<file path="src/rtl/fetch_unit_if.sv">
// Fetch unit bus bundle: instruction-memory handshake, buffered instruction
// toward decode, and the redirect/halt feedback from the control unit.
//   master : the fetch unit itself (drives imemREN/imemaddr/instr/npc/ivalid/fetch_cnt)
//   slave  : the environment (memory + control unit)
interface fetch_unit_if;
  logic        ihit;
  logic [31:0] iload;
  logic        imemREN;
  logic [31:0] imemaddr;
  logic [31:0] instr;
  logic [31:0] npc;
  logic        ivalid;
  logic        stall;
  logic [2:0]  pcsrc;
  logic        redirect;
  logic [31:0] branch_addr;
  logic [25:0] jump_addr;
  logic [31:0] jr_addr;
  logic        halt;
  logic [15:0] fetch_cnt;

  modport master (
    input  ihit, iload, stall, pcsrc, redirect, branch_addr, jump_addr, jr_addr, halt,
    output imemREN, imemaddr, instr, npc, ivalid, fetch_cnt
  );

  modport slave (
    output ihit, iload, stall, pcsrc, redirect, branch_addr, jump_addr, jr_addr, halt,
    input  imemREN, imemaddr, instr, npc, ivalid, fetch_cnt
  );
endinterface

</file>
<file path="src/rtl/fetch_unit.sv">
// Instruction fetch unit with a one-entry instruction buffer.
// Ports:
//   CLK  - rising-edge clock
//   nRST - asynchronous active-low reset
//   bus  - fetch_unit_if.master: memory request/response, buffered instr/npc/ivalid toward
//          decode, stall/redirect/halt feedback, and the accepted-fetch counter.
// A fetched word is held in instr/npc until decode consumes it; a redirect or halt
// decoded from the buffered instruction takes effect on the consuming edge and drops
// any memory response arriving in the same cycle.
module fetch_unit #(
  parameter logic [31:0] PC_INIT = 32'h0000_0000
) (
  input logic       CLK,
  input logic       nRST,
  fetch_unit_if.master bus
);

  localparam logic [0:0] FETCH  = 1'b0;
  localparam logic [0:0] HALTED = 1'b1;

  logic [0:0]  state_q, state_d;
  logic [31:0] pc_q, pc_d;
  logic [31:0] instr_q, instr_d;
  logic [31:0] npc_q, npc_d;
  logic        ivalid_q, ivalid_d;
  logic [15:0] cnt_q, cnt_d;

  logic        ren;
  logic        consume;
  logic        pcsrc_ok;
  logic        redirect_eff;
  logic        halt_eff;
  logic        accept;
  logic [31:0] pc_plus4;
  logic [31:0] redirect_target;

  // A stalled, still-valid buffer blocks new requests so the held word is not lost.
  assign ren          = (state_q == FETCH) && !(ivalid_q && bus.stall);
  assign consume      = ivalid_q && !bus.stall;
  assign pcsrc_ok     = (bus.pcsrc == 3'd1) || (bus.pcsrc == 3'd2) || (bus.pcsrc == 3'd3);
  assign redirect_eff = bus.redirect && consume && pcsrc_ok;
  assign halt_eff     = bus.halt && consume;
  assign accept       = bus.ihit && ren && !redirect_eff && !halt_eff;
  assign pc_plus4     = pc_q + 32'd4;

  // Jump target takes its upper nibble from the buffered instruction's npc.
  always_comb begin
    redirect_target = bus.jr_addr;
    case (bus.pcsrc)
      3'd1:    redirect_target = bus.branch_addr;
      3'd2:    redirect_target = {npc_q[31:28], bus.jump_addr, 2'b00};
      default: redirect_target = bus.jr_addr;
    endcase
  end

  // Priority: halt, then redirect, then accept, then plain consume.
  always_comb begin
    state_d  = state_q;
    pc_d     = pc_q;
    instr_d  = instr_q;
    npc_d    = npc_q;
    ivalid_d = ivalid_q;
    cnt_d    = cnt_q;
    if (state_q == FETCH) begin
      if (halt_eff) begin
        state_d  = HALTED;
        ivalid_d = 1'b0;
      end else if (redirect_eff) begin
        pc_d     = redirect_target;
        ivalid_d = 1'b0;
      end else if (accept) begin
        instr_d  = bus.iload;
        npc_d    = pc_plus4;
        pc_d     = pc_plus4;
        ivalid_d = 1'b1;
        cnt_d    = cnt_q + 16'd1;
      end else if (consume) begin
        ivalid_d = 1'b0;
      end
    end else begin
      ivalid_d = 1'b0;
    end
  end

  always_ff @(posedge CLK or negedge nRST) begin
    if (!nRST) begin
      state_q  <= FETCH;
      pc_q     <= PC_INIT;
      instr_q  <= 32'h0;
      npc_q    <= 32'h0;
      ivalid_q <= 1'b0;
      cnt_q    <= 16'h0;
    end else begin
      state_q  <= state_d;
      pc_q     <= pc_d;
      instr_q  <= instr_d;
      npc_q    <= npc_d;
      ivalid_q <= ivalid_d;
      cnt_q    <= cnt_d;
    end
  end

  assign bus.imemREN   = ren;
  assign bus.imemaddr  = {pc_q[31:2], 2'b00};
  assign bus.instr     = instr_q;
  assign bus.npc       = npc_q;
  assign bus.ivalid    = ivalid_q;
  assign bus.fetch_cnt = cnt_q;

endmodule

</file>
<file path="src/flat_wrapper.sv">
// flat-port wrapper written by rule: the top's interface ports become plain ports
module fetch_unit_flat 
#(
  parameter logic [31:0] PC_INIT = 32'h0000_0000
)
  (CLK, nRST, bus_ihit, bus_iload, bus_stall, bus_pcsrc, bus_redirect, bus_branch_addr, bus_jump_addr, bus_jr_addr, bus_halt, bus_imemREN, bus_imemaddr, bus_instr, bus_npc, bus_ivalid, bus_fetch_cnt);
  fetch_unit_if bus_i ();
  input logic CLK;
  input logic nRST;
  input wire logic [$bits(bus_i.ihit)-1:0] bus_ihit;
  input wire logic [$bits(bus_i.iload)-1:0] bus_iload;
  input wire logic [$bits(bus_i.stall)-1:0] bus_stall;
  input wire logic [$bits(bus_i.pcsrc)-1:0] bus_pcsrc;
  input wire logic [$bits(bus_i.redirect)-1:0] bus_redirect;
  input wire logic [$bits(bus_i.branch_addr)-1:0] bus_branch_addr;
  input wire logic [$bits(bus_i.jump_addr)-1:0] bus_jump_addr;
  input wire logic [$bits(bus_i.jr_addr)-1:0] bus_jr_addr;
  input wire logic [$bits(bus_i.halt)-1:0] bus_halt;
  output wire logic [$bits(bus_i.imemREN)-1:0] bus_imemREN;
  output wire logic [$bits(bus_i.imemaddr)-1:0] bus_imemaddr;
  output wire logic [$bits(bus_i.instr)-1:0] bus_instr;
  output wire logic [$bits(bus_i.npc)-1:0] bus_npc;
  output wire logic [$bits(bus_i.ivalid)-1:0] bus_ivalid;
  output wire logic [$bits(bus_i.fetch_cnt)-1:0] bus_fetch_cnt;
  assign bus_i.ihit = bus_ihit;
  assign bus_i.iload = bus_iload;
  assign bus_i.stall = bus_stall;
  assign bus_i.pcsrc = bus_pcsrc;
  assign bus_i.redirect = bus_redirect;
  assign bus_i.branch_addr = bus_branch_addr;
  assign bus_i.jump_addr = bus_jump_addr;
  assign bus_i.jr_addr = bus_jr_addr;
  assign bus_i.halt = bus_halt;
  assign bus_imemREN = bus_i.imemREN;
  assign bus_imemaddr = bus_i.imemaddr;
  assign bus_instr = bus_i.instr;
  assign bus_npc = bus_i.npc;
  assign bus_ivalid = bus_i.ivalid;
  assign bus_fetch_cnt = bus_i.fetch_cnt;
  fetch_unit #(.PC_INIT(PC_INIT)) u_core (.CLK(CLK), .nRST(nRST), .bus(bus_i));
endmodule
</file>
<file path="config.mk">
export PLATFORM = sky130hd
export DESIGN_NAME = fetch_unit_flat
export DESIGN_NICKNAME = d
export VERILOG_FILES = /design/src/rtl/fetch_unit_if.sv /design/src/rtl/fetch_unit.sv /design/src/flat_wrapper.sv
export SDC_FILE = /design/constraint.sdc
export NUM_CORES = 1
export LEC_CHECK = 0
export BUFFER_PORTS_ARGS = -buffer_cell sky130_fd_sc_hd__clkbuf_2
export CAP_MARGIN = 20
export CORE_MARGIN = 3
export CORE_UTILIZATION = 35
export CTS_CLUSTER_DIAMETER = 60
export CTS_CLUSTER_SIZE = 30
export DETAILED_ROUTE_END_ITERATION = 6
export GPL_TIMING_DRIVEN = 0
export PLACE_DENSITY = 0.71
export SLEW_MARGIN = 20
export SYNTH_ARGS = -nofsm -noshare
export SYNTH_HDL_FRONTEND = slang
export SYNTH_SLANG_ARGS = --single-unit
</file>
<file path="constraint.sdc">
create_clock -name CLK -period 2.9 [get_ports CLK]
set_clock_uncertainty 0.1 [all_clocks]
set_input_delay 0.29 -clock CLK [delete_from_list [all_inputs] [get_ports CLK]]
set_output_delay 0.29 -clock CLK [all_outputs]
set_load 0.01 [all_outputs]
</file>
==> impl_metrics.csv, run 1 <==
group,metric,value,unit
synth,synth_edf_count,0,
worst_setup_path,cp.arrival,2710,ps
timing,rsz0062_at_grt,"no",
clock_network,cts_tree,"built",
clock_network,clk_pin_slew,50,ps
synth,synth_top_area_share,46.7,%
clock_network,clockBufferDepth,2,
routing,drc_errors,0,
routing,vias,6399,
routing,dr.pass1.iters,5,
layout,multiInputGateArea,0.00301,mm^2
synth,yosys_warnings,0,
timing,period_minus_slack,2540,ps
outcome,outcome,"completed",
layout,num-fill-cells,1631,
layout,layout-drive-gt1-share,32.4,%
floorplan,die_area,0.0191,mm^2
global_route,use_met1,29.9,%
timing,period_share,87.5,%
synth,synth_area,0.00611,mm^2
placed_design,portBuffers,242,
worst_setup_path,endpoint_kind,"register",
global_route,gr-total-overflow,0,
worst_setup_path,start_kind,"register",
layout,instances_no_fill,1208,
synth,synth_common_cells,"nand2_1 (173), dfrtp_1 (114), a21oi_1 (39), o21ai_0 (35), nor2_1 (27)",
clock_network,cts_max_level,4,
routing,finalWirelength,21.7,mm
global_route,grt_util_met3,5.46,%
worst_setup_path,required,3070,ps
layout,antenna_cells,0,
placed_design,dp_hpwl,16.3,mm
clock_network,cts_buffers,17,
global_route,grtUsageMet2,35.7,%
timing,worst_pin_slew,939,ps
global_route,grt_max_degree,62,
synth,ys_ff_latch,114,
routing,wl_per_cell,18.0,um
global_route,grt_busiest_layer,"met2",
global_route,grt_usage,22.4,%
floorplan,fp-row-count,47,
global_route,grt_pass1_wl,34.3,mm
global_route,antenna_found_initial,0,
pwr,p_per_area,454,mW/mm^2
timing,slew_violations,0,
flow_run,cap_violations,0,
placed_design,dp_cells,1146,
floorplan,coreArea,0.0168,mm^2
timing,final-hold-violation-count,0,
synth,synth_cell_types,68,
synth,postSynthCellCount,682,
synth,synth.avg_cell_area,8.96,um^2
pwr,p_leak,4.30,nW
pwr,peakVddDrop,389,uV
routing,drtIter0Drc,355,
synth,synth_top_area_cell,"dfrtp_1",
floorplan,initial_core_util,36.3,%
floorplan,ios,245,
synth,yosys-top-cells-area,"dfrtp_1 (47%), nand2_1 (11%), a21oi_1 (3.2%)",
global_route,grt_pass1_vias,6364,
timing,holdWs,113,ps
clock_network,cts_sinks,114,
synth,yosysMostFrequentCell,"nand2_1",
min_path,hold_path.class,"input port to register",
pwr,power,3.88,mW
timing,max_slew_margin,36.9,%
layout,seqCellArea,0.00285,mm^2
routing,via_per_inst,5.30,
clock_network,clock_latency,410,ps
clock_network,postCtsSetupBuffers,0,
floorplan,die_h,138,um
layout,finish.utilization,50.8,%
placed_design,finalWeightedCongestion,0.895,
timing,max_freq,394,MHz
routing,ant_nets,0,
timing,setup_violations,0,
layout,fin_nets,1111,
synth,ys.flop_type,"dfrtp_1",
worst_setup_path,path_class,"register to register",
clock_network,cts.repair.resized,0,
layout,area_growth,39.7,%
worst_setup_path,crit_fanout,8,
floorplan,die-width,138,um
synth,ys_seq_area_share,46.7,%
clock_network,root_buffer,"clkbuf_16",
synth,async_flop_share,100,%
cell usage in the layout (no fill, tap or decap), types with 9 or more instances in the layout:
cell type,n
dfrtp_1,114
nand3_1,16
xor2_1,19
nor3_1,9
clkbuf_2,242
a22o_1,10
and3_1,14
nand4_1,10
nor2_1,27
xnor2_1,21
buf_2,21
a22oi_1,14
clkbuf_16,17
inv_1,11
o21ai_0,35
nand2_1,173
clkbuf_1,19
o22ai_1,11
a211oi_1,9
dlygate4sd3_1,33
a21oi_1,39
a221oi_1,10
where the power goes:
group	switching (mW)	internal [mW]	total, mW
clock network	0.701	1.32	2.02
registers	0	1.59	1.59
logic	0.134	0.136	0.269
total	0.835	3.05	3.88
metrics by stage:
step	setup TNS, ps	instance area, um^2	worst slack (ps)
5_1_grt	0	8540	128
3_3_place_gp	-35930	7600	-322
3_5_place_dp	0	7640	419
2_1_floorplan	0	6120	770
6_report	0	8540	361
4_1_cts	0	8540	379
registers in the layout, summed over array words and instances (netlist names):
signal	flops
u_core.bus.fetch_cnt	16
u_core.bus.npc	32
u_core.bus.instr	32
u_core.state_q	1
u_core.bus.ivalid	1
u_core.pc_q	32
kinds of logic after synthesis:
group                      Yosys count  share of synthesized area (%)
AOI/OAI and AO/OA                  182                           20.2
xor gates and xnor gates            40                           5.73
adders and majority gates            2                          0.409
buffers and inverters               57                           4.13
DFF                                114                           46.7
muxes                                2                          0.327
other                                1                         0.0613
and+or+nand+nor                    284                           22.5
worst max-delay path, cell delays in order (launching register included):
cell	delay [ps]
dfrtp_1	500
ha_1	330
nand3_2	220
nor4_2	650
nand2_1	230
xor2_1	260
o21ai_0	100
worst paths after layout:
path	startpoint	slack, ps	end	depth (start not counted)
max in group asynchronous	nRST	1710	u_core.bus.npc[6]$_DFFE_PN0P_	3
setup / recovery	u_core.pc_q[2]$_DFFE_PN0P_	360	u_core.bus.npc[18]$_DFFE_PN0P_	6
min in group asynchronous	nRST	310	u_core.bus.npc[8]$_DFFE_PN0P_	2
hold / removal	bus_jr_addr[0]	110	u_core.pc_q[0]$_DFFE_PN0P_	3
hold reg to reg	u_core.bus.instr[0]$_DFFE_PN0P_	370	u_core.bus.instr[0]$_DFFE_PN0P_	2
setup reg to reg	u_core.pc_q[2]$_DFFE_PN0P_	360	u_core.bus.npc[18]$_DFFE_PN0P_	6
repair_timing:
item	in CTS	in global routing
endpoints found under the setup margin	0	0
hold buffers	33	0
endpoints found under the hold margin	85	0
area by class of cell:
class	instances	share of cell area [%]
Multi-Input combinational cell	512	35.3
Sequential cell	114	33.4
Timing Repair Buffer	276	18.5
Clock buffer	24	6.11
Tap cell	220	3.22
Buffer	45	2.43
Clock inverter	5	0.586
Inverter	12	0.527
layer usage:
layer	share of wire [%]	up-vias
met5	0	-
met2	47	266
met1	43	3058
li1	-	3030
met4	3.1	0
met3	6.4	45
Power figures use the tool's default switching activity.
==> run 2: changes to the inputs <==
--- a/config.mk
+++ b/config.mk
@@ -5,7 +5,7 @@
 export SDC_FILE = /design/constraint.sdc
 export NUM_CORES = 1
 export LEC_CHECK = 0
-export BUFFER_PORTS_ARGS = -buffer_cell sky130_fd_sc_hd__clkbuf_2
+export BUFFER_PORTS_ARGS = -buffer_cell sky130_fd_sc_hd__buf_2
 export CAP_MARGIN = 20
 export CORE_MARGIN = 3
 export CORE_UTILIZATION = 35
@@ -13,6 +13,7 @@
 export CTS_CLUSTER_SIZE = 30
 export DETAILED_ROUTE_END_ITERATION = 6
 export GPL_TIMING_DRIVEN = 0
+export HOLD_SLACK_MARGIN = 0.02
 export PLACE_DENSITY = 0.71
 export SLEW_MARGIN = 20
 export SYNTH_ARGS = -nofsm -noshare
==> impl_metrics.csv, run 2 (synthesized netlist as in run 1, its figures left out) <==
group,metric,value,unit
worst_setup_path,path_cells,"a21boi_2 > nand3_1 > nor2_1 > buf_2 > buf_4 > a32oi_1 > nand2_1",
floorplan,coreArea,0.0168,mm^2
worst_setup_path,start_kind,"register",
clock_network,clock_latency,410,ps
layout,antenna_cells,0,
worst_setup_path,reg2reg_depth,7,
worst_setup_path,path_buf_inv,2,
worst_setup_path,worst-path-stages,7,
layout,area_growth,39.8,%
worst_setup_path,r2r-end,"u_core.pc_q[16]$_DFFE_PN0P_",
floorplan,ios,245,
timing,slew_violations,0,
global_route,gr-total-overflow,0,
placed_design,portBuffers,242,
layout,final_area,0.00855,mm^2
timing,max_freq,390,MHz
routing,finalWirelength,21.7,mm
global_route,antenna_found_initial,0,
routing,wl_per_cell,17.9,um
outcome,outcome,"completed",
layout,fin_nets,1111,
timing,worst_pin_slew,905,ps
routing,via_per_inst,5.26,
global_route,grt_max_degree,70,
routing,dr.pass1.iters,5,
floorplan,fp-row-count,47,
worst_setup_path,critPathSlowestCell,"a21boi_2",
layout,finish.utilization,50.8,%
worst_setup_path,critical-path-top-delay-family,"simple AND/OR/NAND/NOR gates",
clock_network,cts.repair.resized,0,
worst_setup_path,r2r_start,"u_core.bus.ivalid$_DFFE_PN0P_",
worst_setup_path,r2r_slack,340,ps
routing,drtIter0Drc,414,
floorplan,die_h,138,um
timing,rsz0062_at_grt,"no",
floorplan,initial_core_util,36.3,%
worst_setup_path,startpoint,"u_core.bus.ivalid$_DFFE_PN0P_",
global_route,grt_pass1_vias,6097,
timing,setup_tns,0,ps
layout,layout-drive-gt1-share,32.2,%
clock_network,postCtsSetupBuffers,0,
clock_network,root_buffer,"clkbuf_16",
worst_setup_path,crit_fanout,10,
floorplan,die-width,138,um
min_path,hold_path.class,"input port to register",
clock_network,clockBufferDepth,2,
pwr,p_leak,4.37,nW
floorplan,die_area,0.0191,mm^2
pwr,p_per_area,459,mW/mm^2
global_route,grt_pass1_wl,33.9,mm
global_route,grt_usage,22.1,%
timing,period_share,88.3,%
clock_network,clk_pin_slew,50,ps
flow_run,cap_violations,0,
placed_design,dp_hpwl,16.1,mm
placed_design,dp_cells,1146,
layout,num-fill-cells,1655,
layout,final_common_cell,"buf_2",
timing,period_minus_slack,2560,ps
pwr,power,3.92,mW
timing,setup_violations,0,
timing,max_slew_margin,39.1,%
worst_setup_path,required,3150,ps
worst_setup_path,cp.arrival,2810,ps
clock_network,cts_tree,"built",
pwr,peakVddDrop,441,uV
clock_network,cts_max_level,4,
layout,instances_no_fill,1209,
clock_network,cts_buffers,17,
worst_setup_path,path_class,"register to register",
clock_network,cts_hold_buf,33,
worst_setup_path,endpoint_kind,"register",
routing,vias,6364,
routing,drc_errors,0,
timing,final-hold-violation-count,0,
worst_setup_path,cp_slowest_stage_delay,530,ps
layout,layout_common_cells,"buf_2 (262), nand2_1 (173), dfrtp_1 (114), a21oi_1 (39), o21ai_0 (35)",
placed_design,finalWeightedCongestion,0.898,
worst_setup_path,endpoint,"u_core.pc_q[16]$_DFFE_PN0P_",
clock_network,cts_sinks,114,
placed_design,placed_area,0.00764,mm^2
routing,ant_nets,0,
[run 2: through the flow]
stage,hold slack [ps],worst slack (ps)
floorplan,-106,770
global placement,352,-37.7
detailed placement,155,391
CTS,65.5,379
global route,84.1,148
finish,80.7,339
[run 2: layer usage]
metal / global-route usage, % / vias to the layer above / wire length (um)
li1: - / 3027 / -
met4: 8.11 / 0 / 603
met5: 0 / - / 0
met2: 34.5 / 272 / 10300
met3: 5.04 / 37 / 1410
met1: 30.2 / 3028 / 9370
[run 2: power breakdown]
group / leakage, nW / internal [mW] / switching [mW]
Clock: 0.289 / 1.36 / 0.699
Sequential: 1.57 / 1.59 / 0
Combinational: 2.51 / 0.135 / 0.133
Total: 4.37 / 3.09 / 0.832
[run 2: cell type report]
| class | count | area, um^2 | share of cell area, % |
|---|---|---|---|
| multi-input combinational | 512 | 3010 | 35.2 |
| buffer | 45 | 208 | 2.43 |
| inverter | 12 | 45.0 | 0.527 |
| sequential | 114 | 2850 | 33.4 |
| clock buffer | 25 | 505 | 5.91 |
| timing repair buffer | 276 | 1580 | 18.4 |
| clock inverter | 5 | 75.1 | 0.878 |
| tap | 220 | 275 | 3.22 |
[run 2: how the worst min path moves through the flow]
stage	start	to	depth (start not counted)
detailed placement	nRST	u_core.bus.fetch_cnt[15]$_DFFE_PN0P_	1
finish	bus_jr_addr[0]	u_core.pc_q[0]$_DFFE_PN0P_	3
CTS	bus_jr_addr[0]	u_core.pc_q[0]$_DFFE_PN0P_	3
global route	bus_jr_addr[1]	u_core.pc_q[1]$_DFFE_PN0P_	3
global placement	u_core.bus.fetch_cnt[15]$_DFFE_PN0P_	u_core.bus.fetch_cnt[15]$_DFFE_PN0P_	1
floorplan	nRST	u_core.bus.fetch_cnt[0]$_DFFE_PN0P_	0
[run 2: tightest hold or removal path, cell delays in order]
cell and delay [ps]:
buf_2 70, a22oi_1 60, o21ai_0 130
==> run 3: changes to the inputs <==
--- a/config.mk
+++ b/config.mk
@@ -15,6 +15,7 @@
 export GPL_TIMING_DRIVEN = 0
 export HOLD_SLACK_MARGIN = 0.02
 export PLACE_DENSITY = 0.71
+export RECOVER_POWER = 100
 export SLEW_MARGIN = 20
 export SYNTH_ARGS = -nofsm -noshare
 export SYNTH_HDL_FRONTEND = slang
==> impl_metrics.csv, run 3 (synthesized netlist as in run 1, its figures left out) <==
group,metric,value,unit
outcome,outcome,"completed",
global_route,grt_pass1_vias,6097,
pwr,peakVddDrop,440,uV
clock_network,cts_tree,"built",
pwr,p_sw_share,21.2,%
floorplan,fp-row-count,47,
clock_network,clock_latency,410,ps
worst_setup_path,r2r_slack,250,ps
timing,max_slew_margin,18.2,%
worst_setup_path,worst-path-stages,8,
clock_network,cts_buffers,17,
layout,final_common_cell,"nand2_1",
timing,period_minus_slack,2650,ps
timing,max_freq,377,MHz
placed_design,finalWeightedCongestion,0.898,
timing,slew_violations,0,
pwr,power_frac_seq,40.6,%
timing,holdWs,81.8,ps
worst_setup_path,path_class,"register to register",
clock_network,clk_pin_slew,50,ps
global_route,grt_max_degree,70,
routing,drtIter0Drc,397,
worst_setup_path,r2r-end,"u_core.pc_q[16]$_DFFE_PN0P_",
worst_setup_path,crit_fanout,10,
flow_run,cap_violations,0,
floorplan,initial_core_util,36.3,%
clock_network,cts.repair.resized,0,
global_route,grt_usage,22.1,%
pwr,power.internal,3.09,mW
timing,worst_pin_slew,1230,ps
pwr,comb_power_share,6.8,%
placed_design,dp_hpwl,16.1,mm
timing,rsz0062_at_grt,"no",
layout,finish.utilization,49.8,%
worst_setup_path,critPathSlowestCell,"clkbuf_1",
clock_network,postCtsSetupBuffers,0,
clock_network,cts_sinks,114,
worst_setup_path,endpoint,"u_core.pc_q[16]$_DFFE_PN0P_",
timing,period_share,91.5,%
min_path,hold_path.class,"input port to register",
routing,dr.pass1.iters,5,
placed_design,portBuffers,242,
floorplan,die_h,138,um
floorplan,die_area,0.0191,mm^2
worst_setup_path,cp.arrival,2840,ps
routing,via_per_inst,5.28,
routing,vias,6387,
layout,layout-drive-gt1-share,20.1,%
routing,drc_errors,0,
layout,fin_nets,1111,
routing,ant_nets,0,
floorplan,die-width,138,um
worst_setup_path,required,3090,ps
worst_setup_path,critical-path-top-delay-family,"buffers and inverters",
worst_setup_path,r2r_start,"u_core.bus.ivalid$_DFFE_PN0P_",
global_route,grt_pass1_wl,33.9,mm
layout,antenna_cells,0,
floorplan,coreArea,0.0168,mm^2
pwr,switching_power,0.829,mW
global_route,antenna_found_initial,0,
routing,finalWirelength,21.7,mm
clock_network,cts_max_level,4,
routing,wl_per_cell,17.9,um
min_path,hp-start,"bus_jr_addr[0]",
clock_network,clockBufferDepth,2,
worst_setup_path,endpoint_kind,"register",
timing,final-hold-violation-count,0,
worst_setup_path,cp_slowest_stage_delay,540,ps
layout,layout_common_cells,"nand2_1 (173), buf_2 (143), clkbuf_1 (139), dfrtp_1 (114), o21ai_0 (40)",
pwr,p_leak,3.88,nW
clock_network,root_buffer,"clkbuf_16",
global_route,gr-total-overflow,0,
pwr,clkPwrFrac,52.6,%
timing,setup_violations,0,
floorplan,ios,245,
worst_setup_path,reg2reg_depth,8,
worst_setup_path,start_kind,"register",
worst_setup_path,startpoint,"u_core.bus.ivalid$_DFFE_PN0P_",
pwr,p_per_area,468,mW/mm^2
worst_setup_path,path_cells,"and4bb_1 > and2_1 > clkbuf_1 > nor2_1 > buf_2 > clkbuf_2 > a32oi_1 > nand2_1",
worst_setup_path,path_buf_inv,3,
layout,area_growth,37.1,%
[run 3: repair_timing]
action                                 4_1_cts  5_1_grt
setup endpoints to repair                    0        0
hold buffers                                33        0
endpoints found under the hold margin       77        0
[run 3: metal layers]
metal | vias up | share of wire [%] | GRT usage, %
li1 | 3025 | - | -
met1 | 3044 | 44 | 30.2
met2 | 276 | 47 | 34.5
met3 | 42 | 6.1 | 5.04
met4 | 0 | 3.0 | 8.11
met5 | - | 0 | 0
[run 3: layout make-up]
type                       count  area, um^2
fill                        1703        8440
tap                          220         275
buffer                        45         200
timing repair buffer         276        1430
multi-input combinational    512        3000
clock buffer                  25         505
sequential                   114        2850
clock inverter                 5        75.1
inverter                      12        45.0
[run 3: worst min-delay path, stage by stage]
cell,delay (ps)
buf_2,70
a22oi_1,60
o21ai_0,130
[run 3: worst min-delay path by stage]
stage / endpoint / slack [ps] / depth (start not counted)
CTS: u_core.pc_q[0]$_DFFE_PN0P_ / 70 / 3
floorplan: u_core.bus.fetch_cnt[0]$_DFFE_PN0P_ / -110 / 0
detailed placement: u_core.bus.fetch_cnt[15]$_DFFE_PN0P_ / 160 / 1
finish: u_core.pc_q[0]$_DFFE_PN0P_ / 80 / 3
global route: u_core.pc_q[1]$_DFFE_PN0P_ / 80 / 3
global placement: u_core.bus.fetch_cnt[15]$_DFFE_PN0P_ / 350 / 1
[run 3: power by group through the flow]
stage	logic (mW)	clock network [mW]	registers, mW
after floorplan	0.0783	0	1.62
after global placement	0.225	0	1.62
after detailed placement	0.232	0	1.62
after CTS	0.267	2.09	1.59
after global routing	0.294	2.16	1.59
final	0.266	2.06	1.59
[run 3: through the flow]
stage / setup WS [ps] / total power [mW] / instances / instance area (um^2) / TNS, ps
floorplan: 770 / 1.70 / 683 / 6120 / 0
global placement: -37.7 / 1.84 / 1145 / 7600 / -3520
detailed placement: 391 / 1.85 / 1146 / 7640 / 0
CTS: 379 / 3.95 / 1209 / 8550 / 0
global route: 90.6 / 4.04 / 1209 / 8380 / 0
finish: 246 / 3.92 / 1209 / 8380 / 0
